$ cat src/rtl/gemm_tile_scheduler_pkg.sv
// Shared definitions for the GEMM tile scheduler: width defaults, accumulate-mode codes
// and the scheduler FSM state encoding.
package gemm_tile_scheduler_pkg;

  localparam int M_WIDTH_DEF   = 8;
  localparam int KT_WIDTH_DEF  = 8;
  localparam int NT_WIDTH_DEF  = 8;
  localparam int CYC_WIDTH_DEF = 32;

  localparam logic ACC_MODE_OVERWRITE = 1'b0;
  localparam logic ACC_MODE_ACCUM     = 1'b1;

  typedef enum logic [2:0] {
    ST_IDLE,
    ST_START,
    ST_RUN,
    ST_DRAIN,
    ST_DRAIN_WAIT,
    ST_FIN,
    ST_ABORT_WAIT
  } sched_state_t;

endpackage

$ cat src/rtl/gemm_tile_scheduler_tile_index_counter.sv
// Nested K/N tile counters: K returns to 0 on every N step. The last-tile flags compare
// against the latched counts minus one at full width, so single-tile jobs never wrap.
module gemm_tile_scheduler_tile_index_counter #(
  parameter int KT_WIDTH = 8,
  parameter int NT_WIDTH = 8
) (
  input  logic                clk,
  input  logic                rst_n,
  input  logic                load,
  input  logic [KT_WIDTH-1:0] k_tiles,
  input  logic [NT_WIDTH-1:0] n_tiles,
  input  logic                k_step,
  input  logic                n_step,
  output logic [KT_WIDTH-1:0] k_idx,
  output logic [NT_WIDTH-1:0] n_idx,
  output logic                k_last,
  output logic                n_last
);

  logic [KT_WIDTH-1:0] k_cnt_q;
  logic [NT_WIDTH-1:0] n_cnt_q;

  // NOTE: sequential state uses non-blocking (<=) so every flop samples pre-edge values;
  // the reset branch is asynchronous because rst_n sits in the sensitivity list.
  always_ff @(posedge clk or negedge rst_n) begin
    if (!rst_n) begin
      k_idx   <= '0;
      n_idx   <= '0;
      k_cnt_q <= '0;
      n_cnt_q <= '0;
    end else if (load) begin
      k_idx   <= '0;
      n_idx   <= '0;
      k_cnt_q <= k_tiles;
      n_cnt_q <= n_tiles;
    end else if (n_step) begin
      k_idx <= '0;
      n_idx <= n_idx + NT_WIDTH'(1);
    end else if (k_step) begin
      k_idx <= k_idx + KT_WIDTH'(1);
    end
  end

  assign k_last = (k_idx == k_cnt_q - KT_WIDTH'(1));
  assign n_last = (n_idx == n_cnt_q - NT_WIDTH'(1));

endmodule

$ cat src/rtl/gemm_tile_scheduler.sv
// Sequences deit_core over an M x K_TILES x N_TILES GEMM job: K core runs per N tile
// (first overwrites, rest accumulate), then one accumulator drain per N tile.
module gemm_tile_scheduler
  import gemm_tile_scheduler_pkg::*;
#(
  parameter int M_WIDTH   = M_WIDTH_DEF,
  parameter int KT_WIDTH  = KT_WIDTH_DEF,
  parameter int NT_WIDTH  = NT_WIDTH_DEF,
  parameter int CYC_WIDTH = CYC_WIDTH_DEF
) (
  input  logic                 clk,
  input  logic                 rst_n,
  input  logic                 cmd_valid,
  output logic                 cmd_ready,
  input  logic [M_WIDTH-1:0]   cmd_m,
  input  logic [KT_WIDTH-1:0]  cmd_k_tiles,
  input  logic [NT_WIDTH-1:0]  cmd_n_tiles,
  input  logic                 cmd_abort,
  output logic                 core_ap_start,
  output logic [CYC_WIDTH-1:0] core_compute_cycles,
  output logic                 core_acc_mode,
  input  logic                 core_ap_done,
  input  logic                 core_ap_idle,
  output logic [KT_WIDTH-1:0]  tile_k_idx,
  output logic [NT_WIDTH-1:0]  tile_n_idx,
  output logic                 drain_start,
  input  logic                 drain_done,
  output logic                 busy,
  output logic                 job_done,
  output logic                 job_aborted,
  output logic                 err_cfg,
  output logic [CYC_WIDTH-1:0] perf_busy_cycles
);

  sched_state_t state_q, state_d;

  logic                 abort_q;
  logic                 err_q;
  logic [CYC_WIDTH-1:0] cycles_q;
  logic [CYC_WIDTH-1:0] perf_q;

  logic accept, cfg_ok, load, abort_req;
  logic k_step, n_step, k_last, n_last;

  assign accept    = (state_q == ST_IDLE) && cmd_valid;
  assign cfg_ok    = (cmd_m != '0) && (cmd_k_tiles != '0) && (cmd_n_tiles != '0);
  assign load      = accept && cfg_ok;
  // A level abort seen once stays pending until the job has left, even if the host drops it.
  assign abort_req = cmd_abort || abort_q;

  gemm_tile_scheduler_tile_index_counter #(
    .KT_WIDTH (KT_WIDTH),
    .NT_WIDTH (NT_WIDTH)
  ) u_tile_index_counter (
    .clk     (clk),
    .rst_n   (rst_n),
    .load    (load),
    .k_tiles (cmd_k_tiles),
    .n_tiles (cmd_n_tiles),
    .k_step  (k_step),
    .n_step  (n_step),
    .k_idx   (tile_k_idx),
    .n_idx   (tile_n_idx),
    .k_last  (k_last),
    .n_last  (n_last)
  );

  // NOTE: every signal written here gets a default first, so no path leaves one unassigned
  // and no latch is inferred.
  always_comb begin
    state_d       = state_q;
    core_ap_start = 1'b0;
    drain_start   = 1'b0;
    job_done      = 1'b0;
    job_aborted   = 1'b0;
    k_step        = 1'b0;
    n_step        = 1'b0;
    case (state_q)
      ST_IDLE: begin
        if (load) state_d = ST_START;
      end
      ST_START: begin
        if (abort_req) begin
          state_d = ST_ABORT_WAIT;
        end else if (core_ap_idle) begin
          core_ap_start = 1'b1;
          state_d       = ST_RUN;
        end
      end
      ST_RUN: begin
        // The core run is never cut short; abort is only honoured at its completion.
        if (core_ap_done) begin
          if (abort_req) begin
            state_d = ST_ABORT_WAIT;
          end else if (!k_last) begin
            k_step  = 1'b1;
            state_d = ST_START;
          end else begin
            state_d = ST_DRAIN;
          end
        end
      end
      ST_DRAIN: begin
        if (abort_req) begin
          state_d = ST_ABORT_WAIT;
        end else begin
          drain_start = 1'b1;
          state_d     = ST_DRAIN_WAIT;
        end
      end
      ST_DRAIN_WAIT: begin
        if (drain_done) begin
          if (abort_req) begin
            state_d = ST_ABORT_WAIT;
          end else if (!n_last) begin
            n_step  = 1'b1;
            state_d = ST_START;
          end else begin
            state_d = ST_FIN;
          end
        end
      end
      ST_FIN: begin
        job_done = 1'b1;
        state_d  = ST_IDLE;
      end
      ST_ABORT_WAIT: begin
        if (core_ap_idle) begin
          job_aborted = 1'b1;
          state_d     = ST_IDLE;
        end
      end
      default: state_d = ST_IDLE;
    endcase
  end

  always_ff @(posedge clk or negedge rst_n) begin
    if (!rst_n) begin
      state_q  <= ST_IDLE;
      abort_q  <= 1'b0;
      err_q    <= 1'b0;
      cycles_q <= '0;
      perf_q   <= '0;
    end else begin
      state_q <= state_d;
      err_q   <= accept && !cfg_ok;
      if (state_q == ST_IDLE) abort_q <= 1'b0;
      else if (cmd_abort)     abort_q <= 1'b1;
      if (load) begin
        cycles_q <= CYC_WIDTH'(cmd_m);
        perf_q   <= '0;
      end else if ((state_q != ST_IDLE) && (perf_q != '1)) begin
        perf_q <= perf_q + CYC_WIDTH'(1);
      end
    end
  end

  assign cmd_ready           = (state_q == ST_IDLE);
  assign busy                = (state_q != ST_IDLE);
  assign err_cfg             = err_q;
  assign core_compute_cycles = cycles_q;
  assign perf_busy_cycles    = perf_q;
  assign core_acc_mode       = (tile_k_idx != '0) ? ACC_MODE_ACCUM : ACC_MODE_OVERWRITE;

endmodule
$ cat config.mk
export PLATFORM = sky130hd
export DESIGN_NAME = gemm_tile_scheduler
export DESIGN_NICKNAME = d
export VERILOG_FILES = /design/src/rtl/gemm_tile_scheduler_pkg.sv /design/src/rtl/gemm_tile_scheduler_tile_index_counter.sv /design/src/rtl/gemm_tile_scheduler.sv
export SDC_FILE = /design/constraint.sdc
export NUM_CORES = 1
export LEC_CHECK = 0
export CORE_MARGIN = 8
export CORE_UTILIZATION = 45
export CTS_CLUSTER_SIZE = 28
export DETAILED_ROUTE_END_ITERATION = 7
export GPL_TIMING_DRIVEN = 0
export PLACE_DENSITY = 0.75
export SETUP_SLACK_MARGIN = 0.15
export SYNTH_ARGS = -nofsm -noshare
export SYNTH_HDL_FRONTEND = slang
export SYNTH_SLANG_ARGS = --single-unit
$ cat constraint.sdc
create_clock -name clk -period 6.7 [get_ports clk]
set_input_delay 1.675 -clock clk [delete_from_list [all_inputs] [get_ports clk]]
set_output_delay 1.675 -clock clk [all_outputs]
set_load 0.02 [all_outputs]
; ---- Yosys cells after proc, flatten, opt, wreduce, memory -nomap -nowiden
; Cells that the tools add are included.
[word_totals]
elab_cells = 84
inputBits = 31
regBits = 77
[op_classes]
add_sub_neg = 5
reduce_logical = 19
n_mux = 37
n_eq_ne = 14
[op_table]
columns = op, n
row1 = 32-bit two-way mux, 2
row2 = 8-bit two-way mux, 5
row3 = "32-bit by 1-bit adder with 32-bit output, second input constant", 1
row4 = "32-bit inequality test, second input constant", 1
row5 = 8-bit nonzero test, 4
row6 = 3-bit two-way mux, 9
row7 = 1-bit two-way mux, 18
row8 = 3-bit one-hot mux with 6 select lines, 1
row9 = "8-bit by 1-bit adder with 8-bit output, second input constant", 2
row10 = 8-bit equality test, 2
row11 = "8-bit by 1-bit subtractor with 8-bit output, second input constant", 2
row12 = "3-bit equality test, second input constant", 3
row13 = "3-bit by 2-bit equality test with 1-bit output, second input constant", 2
row14 = 1-bit logical AND, 6
row15 = "2-bit inequality test, second input constant", 3
row16 = 2-bit nonzero test, 3
row17 = 3-bit nonzero test, 2
row18 = 5-bit AND reduction, 1
row19 = 2-bit two-way mux, 2
row20 = "3-bit by 1-bit equality test with 1-bit output, second input constant", 1
row21 = 3-bit logical NOT, 1
row22 = "3-bit inequality test, second input constant", 1
row23 = "2-bit by 1-bit inequality test with 1-bit output, second input constant", 1
row24 = 1-bit logical NOT, 1
row25 = 1-bit logical OR, 1

; ---- Depth between registers and ports, before layout
; Gate-level depths: netlist (run 1).
[logic_depth]
ltp_word = 9
mapped_depth = 10

; ---- By module
; A second synthesis (run 1) with hierarchy kept.
[unflattened]
cells_unflattened = 502
area_unflattened_um2 = 4682.0
[modules_own_cells]
columns = module, seq_area_each_um2, n_inst, area_per_inst_um2, cells_each
row1 = gemm_tile_scheduler, 1126.1, 1, 2835.2, 316
row2 = gemm_tile_scheduler_tile_index_counter, 800.8, 1, 1846.8, 186

; ---- Worst setup path after synthesis (run 1)
; OpenSTA, ideal clock, no wires.
[synth_timing]
path_type = input to output
startpoint = input cmd_abort
endpoint = output core_ap_start
path_slack_ns = 2.741
path_buffers = 0
required_time_ns = 5.025
arrival_ns = 2.284
path_stages = 2
cell_sequence = nor3_1 and3_1
[synth_between]
elab_chain_len = 3
[synth_rtl]
columns = item, line_no
row1 = from (decl), gemm_tile_scheduler.sv:18  ; input logic cmd_abort,
row2 = 1-bit logical OR, gemm_tile_scheduler.sv:49  ; assign abort_req = cmd_abort || abort_q;
row3 = 1-bit two-way mux, gemm_tile_scheduler.sv:83  ; if (abort_req) begin
row4 = 1-bit two-way mux, gemm_tile_scheduler.sv:78  ; case (state_q)
row5 = to (decl), gemm_tile_scheduler.sv:19  ; output logic core_ap_start,
; Every way passes these cells.

; ---- Worst setup path after layout (run 1)
[layout_timing]
startpoint = input cmd_abort
endpoint = output drain_start
[layout_between]
elab_chain_len = 3
[layout_rtl]
columns = item, line_no
row1 = 1-bit logical OR, gemm_tile_scheduler.sv:49
row2 = 1-bit two-way mux, gemm_tile_scheduler.sv:104  ; if (abort_req) begin
row3 = 1-bit two-way mux, gemm_tile_scheduler.sv:78
row4 = to (decl), gemm_tile_scheduler.sv:26  ; output logic drain_start,
; Every way passes these cells.

==> impl_results.md, run 1 <==
* Comb power frac at 42.5%
* Crit end category: primary output
* Crit path kind: input pin to primary output
* Global-route wire length before repair at 20200 um
* Total Power at 1860 uW
* Slowest stage cell on the critical path: clkdlybuf4s50_1
* Crit-path cells: clkdlybuf4s50_1 > nor3_1 > and3_1 > clkdlybuf4s50_1
* Hold buffer count at CTS at 0
* DP HPWL at 9270 um
* Sw frac at 40.5%
* Vias in the first global route at 4153
* Gr usage total at 18.8%
* Synth Flop Type: dfrtp_1
* Sequential power share at 36.5%
* Leakage power at 0.00256 uW
* Largest net degree at the start of global routing at 56
* Peak supply drop at 0.000154 V
* Initial antenna violation count at 0
* Area Overhead vs Synth at 32.2%
* Chip Height at 116 um
* Final Hold Viols at 0
* RSZ-0062 raised after global routing: false
* Synth Area per Inst at 8.72 um^2
* IO Count at 119
* GP Congestion at 0.828
* Async SR Flop Fraction at 100%
* Setup TNS Final at 0 ns
* Clock buffer depth at 2
* Switch Pwr at 752 uW
* Status: finished clean
* DRC Markers at 0
* Fin crit period at 5.06 ns
* Worst Skew at 0.00855 ns
* Core Region at 9730 um^2
* EDFF count, synth at 0
* Period utilization at 75.6%
* CTS tree: done
* Startpoint Class: input pin
* Die ar. at 13400 um^2
* Drt total wl at 12300 um
* Max-slew headroom at 62.2%
* Reg2reg end: perf_busy_cycles[8]
* Hold path endpoint: core_compute_cycles[2]
* Cells after Synth at 514
* Htree depth at 3
* Cells after DPL at 765
* Cell variety after synth at 58
* Final antenna-violating net count at 0
* #FFs+latches synth at 77
* Share of cells above drive strength 1 at 10.0%
* Worst Path Arrival at 3.39 ns
* Max-Cap Viols at 0
* Crit-path max FO at 5
* Worst skew pair latency at 0.35 ns
* Synthesis Warnings at 0
* Reg2reg setup slack at 4.08 ns
* FP Rows at 36
* Congestion Overflow GR at 0
* Final setup fails at 0
* Fill cell count at 868
* Slowest Stage Delay on Critical Path at 0.63 ns
* I/O Buffers at 94
* Clk slew on worst S/H paths at 0.09 ns
* FF-to-FF path depth at 8
* Initial DRC count at 269
* N_diodes at 0
* RR Startpoint: state_q[0]
* Tightest Pin Transition at 0.567 ns
* Post-synthesis sequential area ratio at 43.0%
* CP dominant cell by count: clkdlybuf4s50_1
* Critical path's top delay family: buffers and inverters
* P_int at 1110 uW
* Worst hold start: core_compute_cycles[2]
* Resized cells post-CTS at 0
* Buf+Inv Stages, Crit Path at 2
* Worst Path Required at 5.03 ns
* Pwr dens at 314 nW/um^2
* Achievable Freq at 197 MHz
* Clock sink total at 77
* Worst Hold Class: flop to flop
* WHS Path Cells at 2
* Slew Viols, Final at 0
* Nets@finish at 680
* DP Worst Slack at 1.66 ns
* DRT Pass-1 Iters at 5
* Die width at 116 um
* CTS Buf Count at 9
* Initial Utilization at 46.1%
* Share of total power in the clock network at 21.1%
* Vias/cell at 5.28
* Non-filler cells, final at 781
* Via count at 4121
* WL/cell at 15.8 um
* # Post-CTS Setup Buffers at 0
* Post-Syn Area at 4480 um^2
* Setup slack after layout at 1.64 ns
* Clock root buffer: clkbuf_8
## metal layers
layer	global-route usage [%]	share of wire, %	vias up	wire, um
met2	32.3	50	146	6230
met1	22.1	40	1978	4980
met5	0	0	-	0
li1	-	-	1976	-
met4	5.96	1.8	0	225
met3	5.32	7.3	21	906
## through the flow
stage / utilization [%] / area [um^2] / hold slack (ns)
floorplan: - / 4570 / 0.467
global placement: 58.3 / 5680 / 0.459
detailed placement: 58.6 / 5700 / 0.464
CTS: 60.9 / 5920 / 0.486
global route: 60.9 / 5920 / 0.512
finish: 60.9 / 5920 / 0.478
## power groups by stage
stage / combinational, uW / clock (uW) / sequential, uW
floorplan: 475 / 0 / 710
global placement: 755 / 0 / 680
detailed placement: 784 / 0 / 685
CTS: 791 / 402 / 676
global route: 880 / 419 / 691
finish: 789 / 391 / 678
## how the worst max path moves through the flow
stage / cells past startpoint / slack (ns) / to / start
after detailed placement: 4 / 1.66 / drain_start / cmd_abort
after global placement: 1 / 1.22 / perf_busy_cycles[21] / rst_n
final: 4 / 1.64 / drain_start / cmd_abort
after floorplan: 2 / 2.74 / core_ap_start / cmd_abort
after CTS: 4 / 1.64 / drain_start / cmd_abort
after global routing: 4 / 1.51 / drain_start / cmd_abort
## tightest hold or removal path, cell delays in order, from the launching register on
cell	delay (ns)
dfrtp_1	0.35
nand2_1	0.05
nand2_1	0.05
## Yosys cell counts (7+ instances only)
library cell,count,share of area (%)
or3_1,8,1.1
clkbuf_1,8,0.67
a21oi_1,11,1.2
o21ai_0,16,1.8
buf_4,26,4.4
xor2_1,7,1.4
and3_1,7,0.98
nor2_1,47,3.9
dfrtp_1,77,43
nand2_1,97,8.1
nor4_1,11,1.5
nand3_1,19,2.1
xnor2_1,38,7.4
inv_1,14,1.2
nand4_1,7,0.98
nor3_1,30,3.3
## state kept, by name, summed over array words and instances, names as in the netlist
signal / cells
abort_q: 1
core_compute_cycles: 8
err_cfg: 1
perf_busy_cycles: 32
state_q: 3
u_tile_index_counter.k_cnt_q: 8
u_tile_index_counter.k_idx: 8
u_tile_index_counter.n_cnt_q: 8
u_tile_index_counter.n_idx: 8
## layout by cell type, fill, tap and decap left out, drive strengths merged, types with 17 or more instances in the layout
| cell | Yosys | layout |
|---|---|---|
| nor3 | 31 | 31 |
| conb | 1 | 24 |
| buf | 36 | 38 |
| nand3 | 21 | 21 |
| o21ai | 18 | 18 |
| xnor2 | 38 | 38 |
| nor2 | 48 | 48 |
| nand2 | 97 | 97 |
| dfrtp | 77 | 77 |
| clkbuf | 8 | 17 |
| clkdlybuf4s50 | 0 | 93 |
## cell families (layout without fill, tap and decap cells)
logic type / after synthesis / after routing / share of synthesized area, %
other: 1 / 24 / 0.0836
XOR/XNOR: 45 / 45 / 8.79
adder cells (fa/ha/maj): 6 / 6 / 1.67
AO/OA/AOI/OAI: 60 / 60 / 9.24
buffers and inverters: 59 / 170 / 7.40
AND/OR/NAND/NOR: 261 / 261 / 28.7
flip-flops: 77 / 77 / 43.0
multiplexers: 5 / 5 / 1.12
## area by class of cell
| cell class | instances | area, um^2 | area share, % |
|---|---|---|---|
| plain buffers | 44 | 275 | 4.65 |
| clock buffers | 9 | 124 | 2.09 |
| clock inverters | 7 | 98.8 | 1.67 |
| inverters | 15 | 56.3 | 0.950 |
| multi-input cells | 401 | 2310 | 39.0 |
| flip-flops and latches | 77 | 1930 | 32.5 |
| well taps | 133 | 166 | 2.81 |
| repair buffers | 95 | 966 | 16.3 |
Power figures use the tool's default switching activity.
==> run 2, diff against run 1 <==
==> constraint.sdc (replaced) <==
create_clock -name clk -period 5.3 [get_ports clk]
set_input_delay 1.325 -clock clk [delete_from_list [all_inputs] [get_ports clk]]
set_output_delay 1.325 -clock clk [all_outputs]
set_load 0.02 [all_outputs]
==> results of run 2 <==
The final DEF is identical to that of run 1. Status: finished clean.
Main changes from that run: setup slack after placement 1.66 ns -> 0.957 ns; setup slack after layout 1.64 ns -> 0.936 ns; register-to-register setup slack 4.08 ns -> 2.68 ns; total power 1860 uW -> 2350 uW; worst IR drop on VDD 0.000154 V -> 0.000194 V
